`src/rtl/demux_reg8_wr_pkg.sv`:
```
// Shared sizes and types for the 8-entry register write path.
package demux_reg8_pkg;
  localparam int NREGS = 8;
  localparam int SEL_W = 3;

  typedef logic [SEL_W-1:0] sel_t;
  typedef logic [NREGS-1:0] onehot_t;
endpackage

```
`src/rtl/demux_reg8_wr_if.sv`:
```
// Write request channel: valid/ready handshake carrying a destination index and data.
interface demux_reg8_wr_if
  import demux_reg8_pkg::*;
#(
  parameter int WIDTH = 64
);
  logic             wr_valid;
  logic             wr_ready;
  sel_t             wr_sel;
  logic [WIDTH-1:0] wr_data;

  modport master (output wr_valid, output wr_sel, output wr_data, input wr_ready);
  modport slave  (input wr_valid, input wr_sel, input wr_data, output wr_ready);
endinterface

```
`src/rtl/demux_reg8_wr_dec3to8.sv`:
```
// 3-to-8 one-hot decoder, the write-side mirror of the 8:1 read select.
module dec3to8
  import demux_reg8_pkg::*;
(
  input  sel_t    sel,
  input  logic    en,
  output onehot_t onehot
);
  always_comb begin
    onehot = '0;
    if (en) onehot[sel] = 1'b1;
  end
endmodule

```
`src/rtl/demux_reg8_wr.sv`:
```
// Two-stage write demux: decode captures the request, commit loads one of eight registers.
module demux_reg8_wr
  import demux_reg8_pkg::*;
#(
  parameter int WIDTH     = 64,
  parameter int ZERO_REG0 = 1
)(
  input  logic                   clk,
  input  logic                   reset_n,
  input  logic                   clr,
  input  logic                   freeze,
  demux_reg8_wr_if.slave         wr,
  output logic                   pend_valid,
  output sel_t                   pend_sel,
  output onehot_t                commit_onehot,
  output logic [7:0]             commit_cnt,
  output logic [NREGS*WIDTH-1:0] regs_flat
);
  localparam onehot_t WMASK = (ZERO_REG0 != 0) ? onehot_t'(8'hFE) : onehot_t'(8'hFF);

  logic             vld_p0_q;
  sel_t             sel_p0_q;
  onehot_t          oh_p0_q;
  logic [WIDTH-1:0] data_p0_q;
  onehot_t          oh_p0_d;

  logic [WIDTH-1:0] regs_q [NREGS];
  onehot_t          commit_oh_p1_q;
  logic [7:0]       cnt_q;

  logic    accept;
  logic    commit;
  onehot_t eff_oh;

  assign wr.wr_ready = reset_n && !clr && (!vld_p0_q || !freeze);
  assign accept      = wr.wr_valid && wr.wr_ready;
  assign commit      = vld_p0_q && !freeze;
  // Writes to a hardwired-zero register are masked out here, so they neither load nor count.
  assign eff_oh      = oh_p0_q & WMASK;

  dec3to8 u_dec (
    .sel    (wr.wr_sel),
    .en     (wr.wr_valid),
    .onehot (oh_p0_d)
  );

  // Decode stage boundary
  always_ff @(posedge clk) begin
    if (!reset_n) begin
      vld_p0_q <= 1'b0;
      sel_p0_q <= '0;
      oh_p0_q  <= '0;
    end else if (clr) begin
      vld_p0_q <= 1'b0;
      sel_p0_q <= '0;
      oh_p0_q  <= '0;
    end else if (accept) begin
      vld_p0_q <= 1'b1;
      sel_p0_q <= wr.wr_sel;
      oh_p0_q  <= oh_p0_d;
    end else if (commit) begin
      vld_p0_q <= 1'b0;
    end
  end

  always_ff @(posedge clk) begin
    if (accept) data_p0_q <= wr.wr_data;
  end

  // Commit stage boundary
  always_ff @(posedge clk) begin
    if (!reset_n) begin
      for (int i = 0; i < NREGS; i++) regs_q[i] <= '0;
      commit_oh_p1_q <= '0;
      cnt_q          <= '0;
    end else if (clr) begin
      for (int i = 0; i < NREGS; i++) regs_q[i] <= '0;
      commit_oh_p1_q <= '0;
    end else begin
      commit_oh_p1_q <= commit ? eff_oh : '0;
      if (commit && (eff_oh != '0)) begin
        cnt_q <= cnt_q + 8'd1;
        for (int i = 0; i < NREGS; i++) begin
          if (eff_oh[i]) regs_q[i] <= data_p0_q;
        end
      end
    end
  end

  always_comb begin
    regs_flat = '0;
    for (int i = 0; i < NREGS; i++) regs_flat[i*WIDTH +: WIDTH] = regs_q[i];
  end

  assign pend_valid    = vld_p0_q;
  assign pend_sel      = sel_p0_q;
  assign commit_onehot = commit_oh_p1_q;
  assign commit_cnt    = cnt_q;
endmodule

```
`src/flat_wrapper.sv`:
```
// flat-port wrapper written by rule: the top's interface ports become plain ports
module demux_reg8_wr_flat import demux_reg8_pkg::*;
#(
  parameter int WIDTH     = 64,
  parameter int ZERO_REG0 = 1
)
  (clk, reset_n, clr, freeze, pend_valid, pend_sel, commit_onehot, commit_cnt, regs_flat, wr_wr_valid, wr_wr_sel, wr_wr_data, wr_wr_ready);
  demux_reg8_wr_if #(.WIDTH(WIDTH)) wr_i ();
  input  logic clk;
  input  logic reset_n;
  input  logic clr;
  input  logic freeze;
  output logic pend_valid;
  output sel_t pend_sel;
  output onehot_t commit_onehot;
  output logic [7:0] commit_cnt;
  output logic [NREGS*WIDTH-1:0] regs_flat;
  input wire logic [$bits(wr_i.wr_valid)-1:0] wr_wr_valid;
  input wire logic [$bits(wr_i.wr_sel)-1:0] wr_wr_sel;
  input wire logic [$bits(wr_i.wr_data)-1:0] wr_wr_data;
  output wire logic [$bits(wr_i.wr_ready)-1:0] wr_wr_ready;
  assign wr_i.wr_valid = wr_wr_valid;
  assign wr_i.wr_sel = wr_wr_sel;
  assign wr_i.wr_data = wr_wr_data;
  assign wr_wr_ready = wr_i.wr_ready;
  demux_reg8_wr #(.WIDTH(WIDTH), .ZERO_REG0(ZERO_REG0)) u_core (.clk(clk), .reset_n(reset_n), .clr(clr), .freeze(freeze), .wr(wr_i), .pend_valid(pend_valid), .pend_sel(pend_sel), .commit_onehot(commit_onehot), .commit_cnt(commit_cnt), .regs_flat(regs_flat));
endmodule
```
`config.mk`:
```
export PLATFORM = sky130hd
export DESIGN_NAME = demux_reg8_wr_flat
export DESIGN_NICKNAME = d
export VERILOG_FILES = /design/src/rtl/demux_reg8_wr_pkg.sv /design/src/rtl/demux_reg8_wr_if.sv /design/src/rtl/demux_reg8_wr_dec3to8.sv /design/src/rtl/demux_reg8_wr.sv /design/src/flat_wrapper.sv
export SDC_FILE = /design/constraint.sdc
export NUM_CORES = 1
export LEC_CHECK = 0
export CORE_AREA = 2 2 233 235
export CTS_CLUSTER_DIAMETER = 100
export DETAILED_ROUTE_END_ITERATION = 12
export DIE_AREA = 0 0 235 237
export PLACE_DENSITY = 0.66
export SLEW_MARGIN = 25
export SYNTH_ARGS = -nofsm -noshare
export SYNTH_HDL_FRONTEND = slang
export SYNTH_SLANG_ARGS = --single-unit
```
`constraint.sdc`:
```
create_clock -name clk -period 3.9 [get_ports clk]
set_input_delay 0.975 -clock clk [delete_from_list [all_inputs] [get_ports clk]]
set_output_delay 0.975 -clock clk [all_outputs]
set_load 0.03 [all_outputs]
```
==> results.yml <==
timing:
  hold_viol: 0
  maxSlewViolCount: 0
  max_freq_mhz: 284
  fin_skew_ps: 25.2
  period_share_pct: 90.1
  rsz0062_at_grt: "no"
  max_slew_margin_pct: 34.1
  fin_crit_ps: 3510
  finalSetupTns_ps: 0
  worst_slew_pin_slew_ps: 989
  setup_viol_count_final: 0
route:
  first_pass_iters: 5
  vias_per_cell: 5.19
  routed_wirelength_mm: 63.1
  drc: 0
  vias: 13352
  drt-initial-drc-count: 1053
  drtAntennaViolNets: 0
  wl_per_cell_um: 24.5
pwr:
  p_leak_uw: 0.0116
  power_density_mw_per_mm2: 469
  ir_worst_vdd_v: 0.000369
  total_power_uw: 13000
placed_design:
  port_buffers: 539
  gp_congestion: 0.845
  post-dp-hpwl_mm: 39.5
yosys:
  synth_top_area_cell: "edfxtp_1"
  synth_area_leaders: "edfxtp_1 68%, and3_1 12%, dfxtp_1 9.1%"
  postSynthAreaPerCell_sq_um: 15.0
  synth-seq-cells: 538
  syn_inst: 1321
  syn_area_sq_mm: 0.0199
  seq_area_frac_synth_pct: 76.7
  yosysUniqueCellTypes: 33
  yosysWarningCount: 0
  synth_top_area_share_pct: 67.7
cells_and_area:
  layout-drive-gt1-share_pct: 7.14
  areaGrowthSynthToFinish_pct: 39.7
  fillers: 4379
  utilization_pct: 52.1
  finalNetCount: 1905
grt:
  antenna_found_initial: 3
  grt_use_total_pct: 21.9
  grt_max_degree: 200
  grt_first_pass_wirelength_mm: 90.2
  overflow: 0
  grt_pass1_vias: 13076
floorplan:
  coreArea_sq_mm: 0.0533
  die_w_um: 235
  die_area_sq_mm: 0.0557
  dieHeight_um: 237
  rows: 85
  initial_core_util_pct: 37.3
  boundaryPins: 605
run:
  maxCapViolations: 0
worst_setup_path:
  required_ps: 2920
  crit_path_start_kind: "primary input"
  critPathKind: "in2out"
  crit_fanout: 6
  critPathArrivalTime_ps: 2540
  cp-end-kind: "output pin"
hold_path:
  hold_path.class: "reg2reg"
clocking:
  ctsLongestPathBuffers: 3
  cts_tree: "built"
  worstSkewPairLatency_ps: 600
  htreeDepth: 2
  cts.sinks: 538
  post_cts_resized: 0
  cts_buffers: 53
  cts_hold_buf: 0
  clkTransAtPathRegs_ps: 60
  root_buffer: "clkbuf_16"
  postCtsSetupBuffers: 0
status:
  status: "complete, no violations"
==> flip-flops by register name, summed over array words and instances (netlist names) <==
| register | cells |
|---|---|
| u_core.pend_valid | 1 |
| u_core.commit_onehot | 7 |
| u_core.data_p0_q | 64 |
| u_core.oh_p0_q | 7 |
| u_core.regs_q | 448 |
| u_core.commit_cnt | 8 |
| u_core.pend_sel | 3 |
==> final timing paths <==
kind                           start              endpoint  slack [ps]  depth (start not counted)
setup / recovery                 clr           wr_wr_ready         390                          4
hold / removal    u_core.pend_sel[1]    u_core.pend_sel[1]         480                          2
setup reg to reg   u_core.oh_p0_q[2]  u_core.commit_cnt[7]        1660                          4
hold reg to reg   u_core.pend_sel[1]    u_core.pend_sel[1]         480                          2
==> layout by cell type (no fill, tap or decap), drive strengths merged, types with 6 or more instances in the layout <==
cell / n
a21oi: 11
a22oi: 64
and2: 14
and3: 384
buf: 28
bufinv: 7
clkbuf: 81
clkdlybuf4s50: 539
clkinv: 10
conb: 65
dfxtp: 90
edfxtp: 448
nand2: 26
nand3: 6
nor2: 65
xor2: 6
==> routing by layer <==
layer / track usage (%) / vias to the layer above / wire length, um
met5: 0 / - / 0
met4: 9.09 / 0 / 2450
met3: 5.05 / 124 / 4840
met2: 37.8 / 720 / 31700
met1: 26.5 / 6674 / 24200
li1: - / 5834 / -
==> power by group <==
group	switching (uW)	total [uW]	internal [uW]
logic	719	1090	367
registers	99.5	6490	6390
clock network	2180	5460	3280
==> cell usage after synthesis, drive strengths merged <==
library cell,count
xor2,6
a21boi,1
nand2b,2
nand4,5
inv,3
conb,1
nor2b,2
a2111oi,3
ha,1
nor2,65
and2,14
o21ai,2
nor3b,1
mux2i,2
edfxtp,448
buf,87
a211oi,2
nand3,6
a22oi,64
a21oi,11
nor4,1
and4bb,1
or4,3
and3,384
dfxtp,90
clkbuf,88
or3b,1
nand2,26
nor3,1
==> critical path, cell delays in order <==
cell,delay [ps]
clkdlybuf4s50_1,510
nand2b_1,210
a21oi_1,150
clkdlybuf4s50_1,690
==> metrics by stage <==
step / hold WS, ps / worst slack (ps) / std cells / instance area, sq um
after floorplan: 454 / 717 / 1385 / 20100
after global placement: 464 / 397 / 2473 / 25900
after detailed placement: 472 / 394 / 2473 / 25900
after CTS: 482 / 386 / 2572 / 27800
after global routing: 523 / 288 / 2574 / 27800
final: 482 / 385 / 2574 / 27800
==> logic make-up after synthesis <==
kind of cell	synth area share, %
compound gates	3.05
simple gates	15.1
other cells	0.0189
mux	0.101
flops	76.7
xor+xnor	0.264
buf+inv	4.71
fa+ha+maj	0.0629
==> final cells by class <==
cell class / instances / area (sq um) / share of cell area [%]
repair buffers: 567 / 5760 / 20.7
inverters: 3 / 12.5 / 0.0450
diodes: 2 / 5.00 / 0.0180
multi-input cells: 669 / 4000 / 14.4
flip-flops and latches: 538 / 15300 / 54.9
clock buffers: 81 / 1590 / 5.73
well taps: 696 / 871 / 3.13
clock inverters: 18 / 287 / 1.03
Note: power is estimated with default switching activity, not from simulation.
